### src/rtl/pll_reset_sequencer.sv
// Lock supervisor and staggered reset sequencer for one or more PLLs.
// Runs from the PLL reference clock so it keeps sequencing while the PLLs are unlocked.
module pll_reset_sequencer #(
  parameter int NUM_PLLS       = 1,
  parameter int NUM_DOMAINS    = 3,
  parameter int PLL_RST_CYCLES = 16,
  parameter int LOCK_TIMEOUT   = 65536,
  parameter int LOCK_STABLE    = 1024,
  parameter int STAGGER        = 16,
  parameter int CNT_W          = 8
) (
  input  logic                   clock,
  input  logic                   resetn,
  input  logic [NUM_PLLS-1:0]    pll_locked,
  input  logic                   sw_restart,
  output logic                   pll_rst,
  output logic [NUM_DOMAINS-1:0] domain_rst,
  output logic                   ready,
  output logic [CNT_W-1:0]       relock_count,
  output logic [2:0]             state
);

  // state     | meaning
  // PLL_RST   | pll_rst held high for PLL_RST_CYCLES, all domains in reset
  // WAIT_LOCK | PLL running, waiting for all locks; times out into PLL_RST
  // STABILIZE | all locks high, must stay high LOCK_STABLE cycles
  // RELEASE   | domain resets released one by one, STAGGER cycles apart
  // RUN       | all domains released, ready high
  typedef enum logic [2:0] {
    S_PLL_RST   = 3'd0,
    S_WAIT_LOCK = 3'd1,
    S_STABILIZE = 3'd2,
    S_RELEASE   = 3'd3,
    S_RUN       = 3'd4
  } state_t;

  localparam int REL_SPAN = NUM_DOMAINS * STAGGER;
  localparam int MAX_A    = (LOCK_TIMEOUT > LOCK_STABLE) ? LOCK_TIMEOUT : LOCK_STABLE;
  localparam int MAX_B    = (MAX_A > REL_SPAN) ? MAX_A : REL_SPAN;
  localparam int MAX_C    = (MAX_B > PLL_RST_CYCLES) ? MAX_B : PLL_RST_CYCLES;
  localparam int TW       = (MAX_C > 1) ? $clog2(MAX_C) : 1;

  localparam logic [TW-1:0]    RST_LAST   = TW'(PLL_RST_CYCLES - 1);
  localparam logic [TW-1:0]    WAIT_LAST  = TW'(LOCK_TIMEOUT - 1);
  localparam logic [TW-1:0]    STAB_LAST  = TW'(LOCK_STABLE - 1);
  localparam logic [TW-1:0]    REL_LAST   = TW'((NUM_DOMAINS - 1) * STAGGER);
  localparam logic [CNT_W-1:0] RELOCK_MAX = '1;

  logic [NUM_PLLS-1:0]    lock_meta;
  logic [NUM_PLLS-1:0]    lock_sync;
  logic                   lock_ok;
  state_t                 state_q;
  state_t                 state_nxt;
  logic [TW-1:0]          cnt_q;
  logic [TW-1:0]          cnt_nxt;
  logic                   relock_inc;
  logic [NUM_DOMAINS-1:0] domain_rst_nxt;

  always_ff @(posedge clock or negedge resetn) begin
    if (!resetn) begin
      lock_meta <= '0;
      lock_sync <= '0;
    end else begin
      lock_meta <= pll_locked;
      lock_sync <= lock_meta;
    end
  end

  assign lock_ok = &lock_sync;

  always_comb begin
    state_nxt  = state_q;
    cnt_nxt    = cnt_q;
    relock_inc = 1'b0;
    case (state_q)
      S_PLL_RST: begin
        if (cnt_q == RST_LAST) begin
          state_nxt = S_WAIT_LOCK;
          cnt_nxt   = '0;
        end else begin
          cnt_nxt = cnt_q + 1'b1;
        end
      end
      S_WAIT_LOCK: begin
        if (lock_ok) begin
          state_nxt = S_STABILIZE;
          cnt_nxt   = '0;
        end else if (cnt_q == WAIT_LAST) begin
          state_nxt = S_PLL_RST;
          cnt_nxt   = '0;
        end else begin
          cnt_nxt = cnt_q + 1'b1;
        end
      end
      S_STABILIZE: begin
        if (!lock_ok) begin
          state_nxt = S_WAIT_LOCK;
          cnt_nxt   = '0;
        end else if (cnt_q == STAB_LAST) begin
          state_nxt = S_RELEASE;
          cnt_nxt   = '0;
        end else begin
          cnt_nxt = cnt_q + 1'b1;
        end
      end
      S_RELEASE: begin
        if (!lock_ok) begin
          state_nxt  = S_WAIT_LOCK;
          cnt_nxt    = '0;
          relock_inc = 1'b1;
        end else if (cnt_q == REL_LAST) begin
          state_nxt = S_RUN;
          cnt_nxt   = '0;
        end else begin
          cnt_nxt = cnt_q + 1'b1;
        end
      end
      S_RUN: begin
        if (!lock_ok) begin
          state_nxt  = S_WAIT_LOCK;
          cnt_nxt    = '0;
          relock_inc = 1'b1;
        end
      end
      default: begin
        state_nxt = S_PLL_RST;
        cnt_nxt   = '0;
      end
    endcase
    // A restart overrides the transition but a coincident lock loss is still counted.
    if (sw_restart) begin
      state_nxt = S_PLL_RST;
      cnt_nxt   = '0;
    end
  end

  // Outputs are registered from the next state so they line up with the state register.
  always_comb begin
    domain_rst_nxt = '1;
    if (state_nxt == S_RUN) begin
      domain_rst_nxt = '0;
    end else if (state_nxt == S_RELEASE) begin
      domain_rst_nxt = domain_rst;
      for (int i = 0; i < NUM_DOMAINS; i++) begin
        if (cnt_nxt == TW'(i * STAGGER)) domain_rst_nxt[i] = 1'b0;
      end
    end
  end

  always_ff @(posedge clock or negedge resetn) begin
    if (!resetn) begin
      state_q      <= S_PLL_RST;
      cnt_q        <= '0;
      pll_rst      <= 1'b1;
      domain_rst   <= '1;
      ready        <= 1'b0;
      relock_count <= '0;
    end else begin
      state_q    <= state_nxt;
      cnt_q      <= cnt_nxt;
      pll_rst    <= (state_nxt == S_PLL_RST);
      domain_rst <= domain_rst_nxt;
      ready      <= (state_nxt == S_RUN);
      if (relock_inc && (relock_count != RELOCK_MAX)) relock_count <= relock_count + 1'b1;
    end
  end

  assign state = state_q;

endmodule
### config.mk
export PLATFORM = sky130hd
export DESIGN_NAME = pll_reset_sequencer
export DESIGN_NICKNAME = d
export VERILOG_FILES = /design/src/rtl/pll_reset_sequencer.sv
export SDC_FILE = /design/constraint.sdc
export NUM_CORES = 1
export LEC_CHECK = 0
export BUFFER_PORTS_ARGS = -buffer_cell sky130_fd_sc_hd__buf_2
export CAP_MARGIN = 20
export CORE_MARGIN = 3
export CORE_UTILIZATION = 59
export CTS_CLUSTER_SIZE = 12
export DETAILED_ROUTE_END_ITERATION = 8
export PLACE_DENSITY = 0.81
export SYNTH_ARGS = -nofsm -noshare
export SYNTH_HDL_FRONTEND = slang
export SYNTH_SLANG_ARGS = --single-unit
### constraint.sdc
create_clock -name clock -period 3 [get_ports clock]
set_input_delay 0.45 -clock clock [delete_from_list [all_inputs] [get_ports clock]]
set_output_delay 0.45 -clock clock [all_outputs]
set_load 0.02 [all_outputs]
== Yosys cells after proc, flatten, opt, wreduce, memory -nomap -nowiden ==
Index checks and enable logic that the tools add are counted.

* Bits in read-only memories: 0
* Input bits: 4
* Latch bits: 0
* Register bits: 34
* Memories kept: 0
* Logic and storage cells: 60
* Bits in writable memories: 0

* Multipliers: 0
* $add $sub $neg: 2
* Div/mod/pow operators: 0
* Shift-type cells: 0
* Muxes and demuxes: 27
* Magnitude comparators: 0
* Bitwise operators: 0
* Equality and inequality tests: 16
* Reduce and logical (&&, ||, !) cells: 5

{| class="wikitable"
|+ Operator list
! kind !! count
|-
| 16-bit two-way mux || 9
|-
| 16-bit one-hot mux with 5 select lines || 1
|-
| 3-bit two-way mux || 11
|-
| 16-bit by 6-bit == test with 1-bit output (second input constant) || 2
|-
| 16-bit by 1-bit adder with 16-bit output (second input constant) || 1
|-
| 16-bit by 10-bit == test with 1-bit output (second input constant) || 1
|-
| 16-bit == test (second input constant) || 1
|-
| 16-bit by 4-bit == test with 1-bit output (second input constant) || 1
|-
| 16-bit by 5-bit == test with 1-bit output (second input constant) || 1
|-
| 16-bit logical NOT || 1
|-
| 3-bit one-hot mux with 5 select lines || 1
|-
| 3-bit by 2-bit == test with 1-bit output (second input constant) || 3
|-
| 3-bit by 2-bit inequality test with 1-bit output (second input constant) || 3
|-
| 8-bit by 1-bit adder with 8-bit output (second input constant) || 1
|-
| 8-bit inequality test (second input constant) || 1
|-
| 3-bit == test (second input constant) || 2
|-
| 3-bit logical NOT || 2
|-
| 1-bit two-way mux || 5
|-
| 3-bit by 1-bit == test with 1-bit output (second input constant) || 1
|-
| 2-bit OR reduction || 1
|-
| 1-bit logical AND || 1
|}

== Depth between registers and ports, before layout ==
* Depth in word-level cells: 9
* Gate-level depth with buffers: 11

== Worst setup path after synthesis ==
OpenSTA, ideal clock, no wires.

* Path kind: reg2reg
* Start point: reg cnt_q[0]
* End point: reg domain_rst[2]
* Required time: 2.918 ns
* Clock period less this slack: 2.721 ns
* Slack: 0.279 ns
* Stages on the path, launching flop included: 9
* Arrival: 2.639 ns
* Path through: dfrtp_1 ha_1 nand3_2 or4_4 o211ai_2 a21oi_1 a221o_1 or4b_1 o31a_1

* Elaborated cells between the ends (all ways): 30
* Those cells by class: 1 x add/sub; 8 x eq/ne; 21 x mux

{| class="wikitable"
|+ RTL lines
! item !! line !! text
|-
| start, declared || 54 || <nowiki>logic [TW-1:0] cnt_q;</nowiki>
|-
| start signal, assigned || 160 || <nowiki>cnt_q <= cnt_nxt;</nowiki>
|-
| 16-bit by 1-bit adder with 16-bit output, or another cell as far along || - ||
|-
| 16-bit two-way mux, on equally long branches || 111, 88, 99 ||
|-
| 16-bit two-way mux, on equally long branches || 107, 85, 96 ||
|-
| 16-bit one-hot mux with 5 select lines (*) || 75 || <nowiki>case (state_q)</nowiki>
|-
| 16-bit two-way mux (*) || 131 || <nowiki>if (sw_restart) begin</nowiki>
|-
| via cnt_nxt[14] || 55 || <nowiki>logic [TW-1:0] cnt_nxt;</nowiki>
|-
| 16-bit by 6-bit == test with 1-bit output (*) || 145 || <nowiki>if (cnt_nxt == TW'(i * STAGGER)) domain_rst_nxt[i] = 1'b0;</nowiki>
|-
| 3-bit by 2-bit inequality test with 1-bit output (no line) (*) || - ||
|-
| end signal, assigned || 162 || <nowiki>domain_rst <= domain_rst_nxt;</nowiki>
|-
| end, declared || 17 || <nowiki>output logic [NUM_DOMAINS-1:0] domain_rst,</nowiki>
|}

Mark *: on every way through the listed nets, which the timed path passes. The rest lies on a longest branch.
A chain may end at the register's enable or synchronous reset.

== Worst setup path after layout ==
* Start point: reg cnt_q[1]
* End point: reg domain_rst[2]

The elaborated chain is that of the path after synthesis.

==> flow_metrics.py <==
metrics = {
    "power_and_ir_drop": {
        "p_per_area_nw_per_um2": 367,
        "p_leak_nw": 1.17,
        "irDropWorstVdd_v": 0.000317,
        "total_power_mw": 0.954,
    },
    "floorplanning": {
        "die_h_um": 68.4,
        "dieArea_um2": 4680,
        "core_area_um2": 3720,
        "die_x_um": 68.4,
        "num_rows": 22,
        "ios": 20,
        "initial_core_util_pct": 61.8,
    },
    "worst_setup_path": {
        "worst-setup-path-type": "reg2reg",
        "start_kind": "register",
        "r2r-start": "cnt_q[1]",
        "arrival_ps": 3120,
        "r2r-end": "domain_rst[2]",
        "reg2reg_depth": 10,
        "startpoint": "cnt_q[1]",
        "r2r_slack_ps": 100,
        "crit_fanout": 8,
        "required_ps": 3230,
        "end_kind": "register",
        "cp-endpoint": "domain_rst[2]",
    },
    "global_routing": {
        "grt_max_degree": 35,
        "first_global_vias": 1884,
        "overflow": 0,
        "antenna_found_initial": 0,
        "grt_usage_pct": 27.1,
        "grt_pass1_wl_um": 9200,
    },
    "synth": {
        "post-synth-top-count-cell": "nand2_1",
        "yosysWarningCount": 0,
        "syn-cell-area_um2": 2300,
        "synth_top_area_share_pct": 32.7,
        "synth_edf_count": 0,
        "synth-seq-cells": 34,
        "ys_types": 65,
        "syn_nets": 251,
        "synth_top_cell_by_area": "dfrtp_1",
        "synth-main-ff-cell": "dfrtp_1",
        "ys_seq_area_share_pct": 37.3,
        "avgSynthCellArea_um2": 9.41,
        "yosys-top-cells-count": "nand2_1, dfrtp_1, nor2_1, a21oi_1, nand3_1",
        "synthArstFlopShare_pct": 100,
        "syn_inst": 244,
        "synth.area.top_cells": "dfrtp_1, nand2_1, dfstp_2",
    },
    "timing": {
        "fin_hold_ws_ps": 216,
        "min_period_ps": 2900,
        "tightest_slew_ps": 755,
        "fin_tns_setup_ps": 0,
        "max_freq_mhz": 345,
        "skew_ps": 7.05,
        "slew_headroom_pct": 49.7,
        "finalCritPeriodShare_pct": 96.6,
        "setup_viol": 0,
        "final_max_slew_viol_count": 0,
        "finalHoldViolations": 0,
        "fin_ws_ps": 103,
    },
    "placement": {
        "pre_cts_ws_ps": 69.5,
        "dpl_cell_area_um2": 2430,
        "placed_cells": 313,
        "dpl.hpwl_um": 4230,
        "port_buffers": 19,
        "place_congestion": 0.964,
    },
    "clock_network": {
        "ctsHoldBuffers": 0,
        "clk_pin_slew_ps": 80,
        "clock_path_buffers": 2,
        "cts_tree": "done",
        "cts_buffers": 5,
        "clock-root-buffer": "clkbuf_8",
        "htree_levels": 2,
        "cts_sinks": 34,
        "clock_latency_ps": 300,
    },
    "layout": {
        "fin_cells": 325,
        "regArea_um2": 857,
        "syn2layout_area_growth_pct": 13.4,
        "final_util_pct": 70.0,
        "nets": 283,
        "fillers": 301,
        "multi_input_area_um2": 1320,
        "fin_area_um2": 2600,
        "drive_gt1_share_pct": 28.5,
        "diodes": 0,
    },
    "worst_hold_path": {
        "hold_path.class": "in2async",
    },
    "routing": {
        "route.vias.total": 2104,
        "ant_nets": 0,
        "drtPass1Iterations": 5,
        "vias_per_cell": 6.47,
        "wl_per_cell_um": 17.9,
        "drc_errors": 0,
        "drtIter0Drc": 193,
        "routed_wl_um": 5830,
    },
    "run_status": {
        "status": "completed",
    },
    "flow_run": {
        "cap_violations": 0,
    },
}
## worst max-delay path, cell delays in order (launching register included)
cell,delay (ps)
dfrtp_1,410
inv_1,110
ha_1,160
and4bb_1,300
a41oi_1,190
a31oi_4,210
buf_4,160
nand2_4,80
a221o_1,350
or4b_1,560
o31a_1,290
## cells by family after synthesis
kind of cell / Yosys count / share of synthesized area (%)
simple gates: 119 / 31.2
compound gates: 62 / 20.1
flops: 34 / 37.3
buf+inv: 17 / 6.21
xor+xnor: 8 / 3.05
fa+ha+maj: 3 / 1.64
mux: 1 / 0.490
## cell usage in the layout (no fill, tap or decap), types with 4 or more instances in the layout
master    Yosys  routed
nand2_1      31      31
dfrtp_1      30      29
nor2_1       20      20
buf_2         2      19
buf_4         0      18
a21oi_1      17      17
nand3_1      12      12
o21ai_0      10       9
nand4_1       7       7
nor3_1        8       7
inv_1         5       5
clkbuf_8      3       5
nand2b_1      4       4
o31ai_1       4       4
a31oi_1       4       4
xor2_1        4       4
xnor2_1       4       4
dfstp_2       4       4
## power by group
part	switching (mW)	internal (mW)	leakage (nW)	total, mW
registers	0.00586	0.463	0.453	0.469
clock network	0.184	0.247	0.0504	0.431
logic	0.0355	0.0189	0.666	0.0544
total	0.225	0.729	1.17	0.954
## what timing repair did
item / CTS / global route
setup buffers: 0 / 4
endpoints found under the setup margin: 0 / 3
resized for setup: 0 / 7
## layer usage
metal	track usage [%]	part of all wire (%)	routed length, um
met2	43.5	49	2830
met1	35.5	40	2340
met5	0	0	0
met4	10.2	3.0	173
met3	6.08	8.2	476
## area by class of cell
cell class,count,area share [%]
Multi-Input combinational cell,193,50.8
Sequential cell,34,32.9
Timing Repair Buffer,37,8.85
Clock buffer,5,2.64
Tap cell,48,2.31
Clock inverter,3,1.73
Inverter,5,0.721
## flip-flops by register name, summed over array words and instances (netlist names)
name / count
lock_meta: 1
state: 3
ready: 1
cnt_q: 16
pll_rst: 1
domain_rst: 3
lock_ok: 1
relock_count: 8
## how the worst min path moves through the flow
| stage | from | endpoint |
|---|---|---|
| 2_1_floorplan | resetn | cnt_q[0] |
| 3_3_place_gp | lock_meta | lock_ok |
| 3_5_place_dp | lock_meta | lock_ok |
| 4_1_cts | resetn | cnt_q[4] |
| 5_1_grt | resetn | ready |
| 6_report | resetn | lock_meta |
(Power assumes the default switching activity.)
